**src/rtl/mem_stage_ctrl.sv**
```systemverilog
// Memory-stage access controller: turns a one-cycle load/store into a fixed-latency
// memory transaction, stalling upstream and retiring to writeback. Option: MEM_STAGE_WBUF_EN.
module mem_stage_ctrl #(
  parameter int ADDR_W  = 16,
  parameter int DATA_W  = 16,
  parameter int MEM_LAT = 4
) (
  input  logic              clk,
  input  logic              rst,
  input  logic              ex_valid,
  input  logic              ex_memread,
  input  logic              ex_memwrite,
  input  logic [ADDR_W-1:0] ex_addr,
  input  logic [DATA_W-1:0] ex_wdata,
  input  logic [3:0]        ex_dstreg,
  output logic              stall,
  output logic              wb_valid,
  output logic              wb_regwrite,
  output logic [3:0]        wb_dstreg,
  output logic [DATA_W-1:0] wb_rdata,
  output logic              mem_en,
  output logic              mem_wr,
  output logic [ADDR_W-1:0] mem_addr,
  output logic [DATA_W-1:0] mem_wdata,
  input  logic [DATA_W-1:0] mem_rdata
);

  localparam logic [3:0] CNT_INIT = 4'(MEM_LAT - 1);

`ifdef MEM_STAGE_WBUF_EN
  typedef enum logic [1:0] {IDLE = 2'd0, BUSY = 2'd1, DONE = 2'd2, DRAIN = 2'd3} state_t;
`else
  typedef enum logic [1:0] {IDLE = 2'd0, BUSY = 2'd1, DONE = 2'd2} state_t;
`endif

  state_t              state_q, state_d;
  logic [3:0]          cnt_q, cnt_d;
  logic [ADDR_W-1:0]   addr_q, addr_d;
  logic [DATA_W-1:0]   wdata_q, wdata_d;
  logic [3:0]          dst_q, dst_d;
  logic                load_q, load_d;
  logic [3:0]          wb_dstreg_q, wb_dstreg_d;
  logic [DATA_W-1:0]   wb_rdata_q, wb_rdata_d;
  logic                req;

  assign req = ex_valid & (ex_memread | ex_memwrite);

  always_comb begin
    state_d     = state_q;
    cnt_d       = cnt_q;
    addr_d      = addr_q;
    wdata_d     = wdata_q;
    dst_d       = dst_q;
    load_d      = load_q;
    wb_dstreg_d = wb_dstreg_q;
    wb_rdata_d  = wb_rdata_q;
    stall       = 1'b0;
    wb_valid    = 1'b0;
    wb_regwrite = 1'b0;
    mem_en      = 1'b0;
    case (state_q)
      IDLE: begin
        if (req) begin
          addr_d  = ex_addr;
          wdata_d = ex_wdata;
          dst_d   = ex_dstreg;
          // read wins when both op bits are set, so no write can leak out
          load_d  = ex_memread;
          cnt_d   = CNT_INIT;
`ifdef MEM_STAGE_WBUF_EN
          if (!ex_memread) begin
            state_d    = DRAIN;
            wb_rdata_d = '0;
          end else begin
            stall   = 1'b1;
            state_d = BUSY;
          end
`else
          stall   = 1'b1;
          state_d = BUSY;
`endif
        end
      end
      BUSY: begin
        mem_en = 1'b1;
        stall  = 1'b1;
        if (cnt_q == 4'd0) begin
          state_d = DONE;
          if (load_q) begin
            wb_rdata_d  = mem_rdata;
            wb_dstreg_d = dst_q;
          end else begin
            wb_rdata_d  = '0;
          end
        end else begin
          cnt_d = cnt_q - 4'd1;
        end
      end
      DONE: begin
        wb_valid    = 1'b1;
        wb_regwrite = load_q;
        state_d     = IDLE;
      end
`ifdef MEM_STAGE_WBUF_EN
      DRAIN: begin
        // buffered store retires on the first drain cycle; later requests wait it out
        mem_en   = 1'b1;
        stall    = req;
        wb_valid = (cnt_q == CNT_INIT);
        if (cnt_q == 4'd0) state_d = IDLE;
        else               cnt_d   = cnt_q - 4'd1;
      end
`endif
      default: state_d = IDLE;
    endcase
  end

  assign mem_wr    = mem_en & ~load_q;
  assign mem_addr  = addr_q;
  assign mem_wdata = wdata_q;
  assign wb_dstreg = wb_dstreg_q;
  assign wb_rdata  = wb_rdata_q;

  always_ff @(posedge clk) begin
    if (rst) begin
      state_q     <= IDLE;
      cnt_q       <= '0;
      addr_q      <= '0;
      wdata_q     <= '0;
      dst_q       <= '0;
      load_q      <= 1'b0;
      wb_dstreg_q <= '0;
      wb_rdata_q  <= '0;
    end else begin
      state_q     <= state_d;
      cnt_q       <= cnt_d;
      addr_q      <= addr_d;
      wdata_q     <= wdata_d;
      dst_q       <= dst_d;
      load_q      <= load_d;
      wb_dstreg_q <= wb_dstreg_d;
      wb_rdata_q  <= wb_rdata_d;
    end
  end

endmodule
```
**config.mk**
```make
export PLATFORM = sky130hd
export DESIGN_NAME = mem_stage_ctrl
export DESIGN_NICKNAME = d
export VERILOG_FILES = /design/src/rtl/mem_stage_ctrl.sv
export SDC_FILE = /design/constraint.sdc
export NUM_CORES = 1
export LEC_CHECK = 0
export ABC_CLOCK_PERIOD_IN_PS = 1700
export CORE_MARGIN = 4
export CORE_UTILIZATION = 37
export CTS_CLUSTER_SIZE = 25
export DETAILED_ROUTE_END_ITERATION = 7
export PLACE_DENSITY = 0.76
export RECOVER_POWER = 50
export SETUP_SLACK_MARGIN = 0.2
export SKIP_LAST_GASP = 1
export SLEW_MARGIN = 25
export SYNTH_ARGS = -nofsm -noshare
export SYNTH_HDL_FRONTEND = slang
export SYNTH_SLANG_ARGS = --single-unit
```
**constraint.sdc**
```tcl
create_clock -name clk -period 1.7 [get_ports clk]
set_input_delay 0.255 -clock clk [delete_from_list [all_inputs] [get_ports clk]]
set_output_delay 0.255 -clock clk [all_outputs]
set_load 0.01 [all_outputs]
```
==> results.yml <==
outcome:
  outcome: "complete, no violations"
synthesis:
  yosysWarnings: 0
  synth_seq_area_share_pct: 49.9
  synth_top_area_cell: "dfxtp_1"
  synthCells: 302
  synth_ff_type: "dfxtp_1"
  synth_edf_count: 0
  synth_area_um2: 2530
  ys_seq_elements: 63
  synth_fp_nets: 360
  synth-async-reset-ratio_pct: 0
  synth_most_common_cell: "dfxtp_1"
  synthTopCellsByArea: "dfxtp_1 50%, a21oi_1 11%, o21ai_0 9.5%"
  synth_top_cell_area_share_pct: 49.9
  avgSynthCellArea_um2: 8.37
  yosysUniqueCellTypes: 31
  ys_top_cells_by_count: "63 x dfxtp_1, 55 x a21oi_1, 48 x o21ai_0, 38 x nand3_1, 26 x clkbuf_1"
route:
  vias: 2673
  top_layer: "met4"
  wl_met2_um: 3920
  routed_wl_um: 7770
  wl_per_cell_um: 15.6
  met3_length_um: 463
  wl_met1_um: 3280
  drt-initial-drc-count: 114
  drcViolationCount: 0
  antenna_left: 0
  drtPass1Iterations: 5
  via_per_inst: 5.37
layout:
  final_nets: 475
  syn_to_final_growth_pct: 62.5
  drive_gt1_share_pct: 16.2
  final_cells: 498
  diodes: 0
critical_path:
  crit_arrival_ps: 1750
  worstSetupPathType: "reg2reg"
  critPathRequiredTime_ps: 1880
  start_kind: "register"
  cp-end-kind: "register"
  cp_max_fo: 5
floorplan:
  ios: 114
  start_util_pct: 38.9
  die_area_um2: 8220
  dieWidth_um: 90.7
  coreArea_um2: 6490
  rows: 29
  die_y_um: 90.7
timing:
  hold_viol: 0
  slew_violations: 0
  rsz0062_at_grt: "yes"
  min_period_over_period_pct: 92.2
  setup_viol: 0
  fin_ws_ps: 133
  max_freq_ghz: 0.638
  tightest_slew_ps: 644
  fin_worst_skew_ps: 6.03
  layout_min_cycle_time_ps: 1570
  slew_headroom_pct: 57.1
cts:
  cts_sinks: 63
  htreeDepth: 3
  cts_tree: "done"
  cts_root_buffer: "clkbuf_8"
  clock_latency_ps: 320
  cts_made_buffers: 9
  clk_pin_slew_worst_paths_ps: 70
  cts_max_path_buffers: 2
min_path:
  hold_class: "in2reg"
global_route:
  grt_pass1_wl_um: 12500
  grt_overflow: 0
  grt_max_degree: 39
  grt_usage_pct: 18.3
  grt_pass1_vias: 2534
  grt_antenna_before_repair: 0
pwr:
  pwr-share-clk_pct: 34.7
  p_int_mw: 2.70
  seqPwrFrac_pct: 43.3
  p_leak_nw: 1.49
  combPwrFrac_pct: 22.0
  ir_drop_mv: 0.458
  p_per_area_nw_per_um2: 896
  netSwitchingFraction_pct: 26.6
  power_switching_mw: 0.980
placed_design:
  io_buffers: 113
  place_congestion: 0.726
  dp_hpwl_um: 5290
  dp.cells: 479
  dpl_worst_slack_ps: -168
job:
  drv_cap: 0
==> metal layers <==
layer | track usage, % | up-vias
li1 | - | 1325
met3 | 4.58 | 11
met1 | 22.2 | 1249
met4 | 7.02 | 0
met2 | 31.0 | 88
met5 | 0 | -
==> repair_timing <==
action	in CTS	in global routing
hold buffers	0	0
cloned	0	1
buffers inserted	0	3
gates resized for setup	22	38
pin swaps	0	2
endpoints found under the setup margin	18	43
==> area by class of cell <==
cell class	count	area (µm²)
Clock buffer	11	151
Sequential cell	63	1270
Clock inverter	4	45.0
Inverter	4	15.0
Timing Repair Buffer	138	1350
Tap cell	77	96.3
Fill cell	572	2390
Multi-Input combinational cell	201	1180
==> metrics by stage <==
| stage | power [mW] | TNS [ps] | cell area (µm²) | hold WS [ps] | utilization, % |
|---|---|---|---|---|---|
| after global placement | 2.37 | -294 | 3840 | 455 | 59.1 |
| after floorplan | 1.99 | 0 | 2560 | 403 | - |
| final | 3.68 | 0 | 4110 | 457 | 63.2 |
| after CTS | 3.66 | 0 | 4050 | 434 | 62.3 |
| after global routing | 3.87 | 0 | 4110 | 459 | 63.2 |
| after detailed placement | 2.38 | -297 | 3840 | 465 | 59.1 |
==> flip-flops by register name (all words and copies together) (netlist names) <==
register   cells
wb_rdata      16
mem_addr      16
state_q        2
dst_q          4
cnt_q          4
load_q         1
wb_dstreg      4
mem_wdata     16
==> cell families (layout without fill, tap and decap cells) <==
logic type      after synthesis  count (layout)  share of synthesized area (%)
flops                        63              63                           49.9
fa+ha+maj                     1               1                          0.495
mux                           5               5                           1.98
buf+inv                      38             157                           6.24
simple gates                 79              79                           17.4
compound gates              116             116                           24.0
==> worst max-delay path, stage by stage (launching register included) <==
cell	delay, ps
dfxtp_1	330
inv_2	80
ha_4	140
or3b_1	480
clkbuf_16	210
o21ai_2	120
a21oi_2	70
==> power groups by stage <==
stage	clock network [mW]	registers (mW)	logic, mW
6_report	1.28	1.59	0.810
3_3_place_gp	0	1.62	0.748
2_1_floorplan	0	1.64	0.343
4_1_cts	1.31	1.59	0.761
3_5_place_dp	0	1.63	0.752
5_1_grt	1.39	1.60	0.879
==> path summary, 6_finish.rpt <==
check	startpoint	endpoint	slack, ps	depth (start not counted)
worst max-delay path	cnt_q[1]	wb_rdata[0]	130	6
worst min register to register	wb_rdata[10]	wb_rdata[10]	460	2
worst max register to register	cnt_q[1]	wb_rdata[0]	130	6
worst min-delay path	rst	dst_q[1]	460	2
==> cells in the final DEF (no fill, tap or decap), types with 4 or more instances in the layout <==
master,Yosys,routed
dfxtp_2,0,4
nand4_1,16,16
clkdlybuf4s50_1,0,81
o21ai_1,7,10
clkbuf_1,26,4
nand3_1,38,38
clkdlybuf4s25_1,0,7
dfxtp_1,63,59
buf_4,0,17
nand2b_1,9,8
clkbuf_8,0,11
o21ai_2,0,8
mux2i_1,5,5
a21oi_1,55,54
nor2_1,5,4
dlygate4sd3_1,0,15
o21ai_0,48,37
No activity file was read; power rests on OpenSTA's default activity.
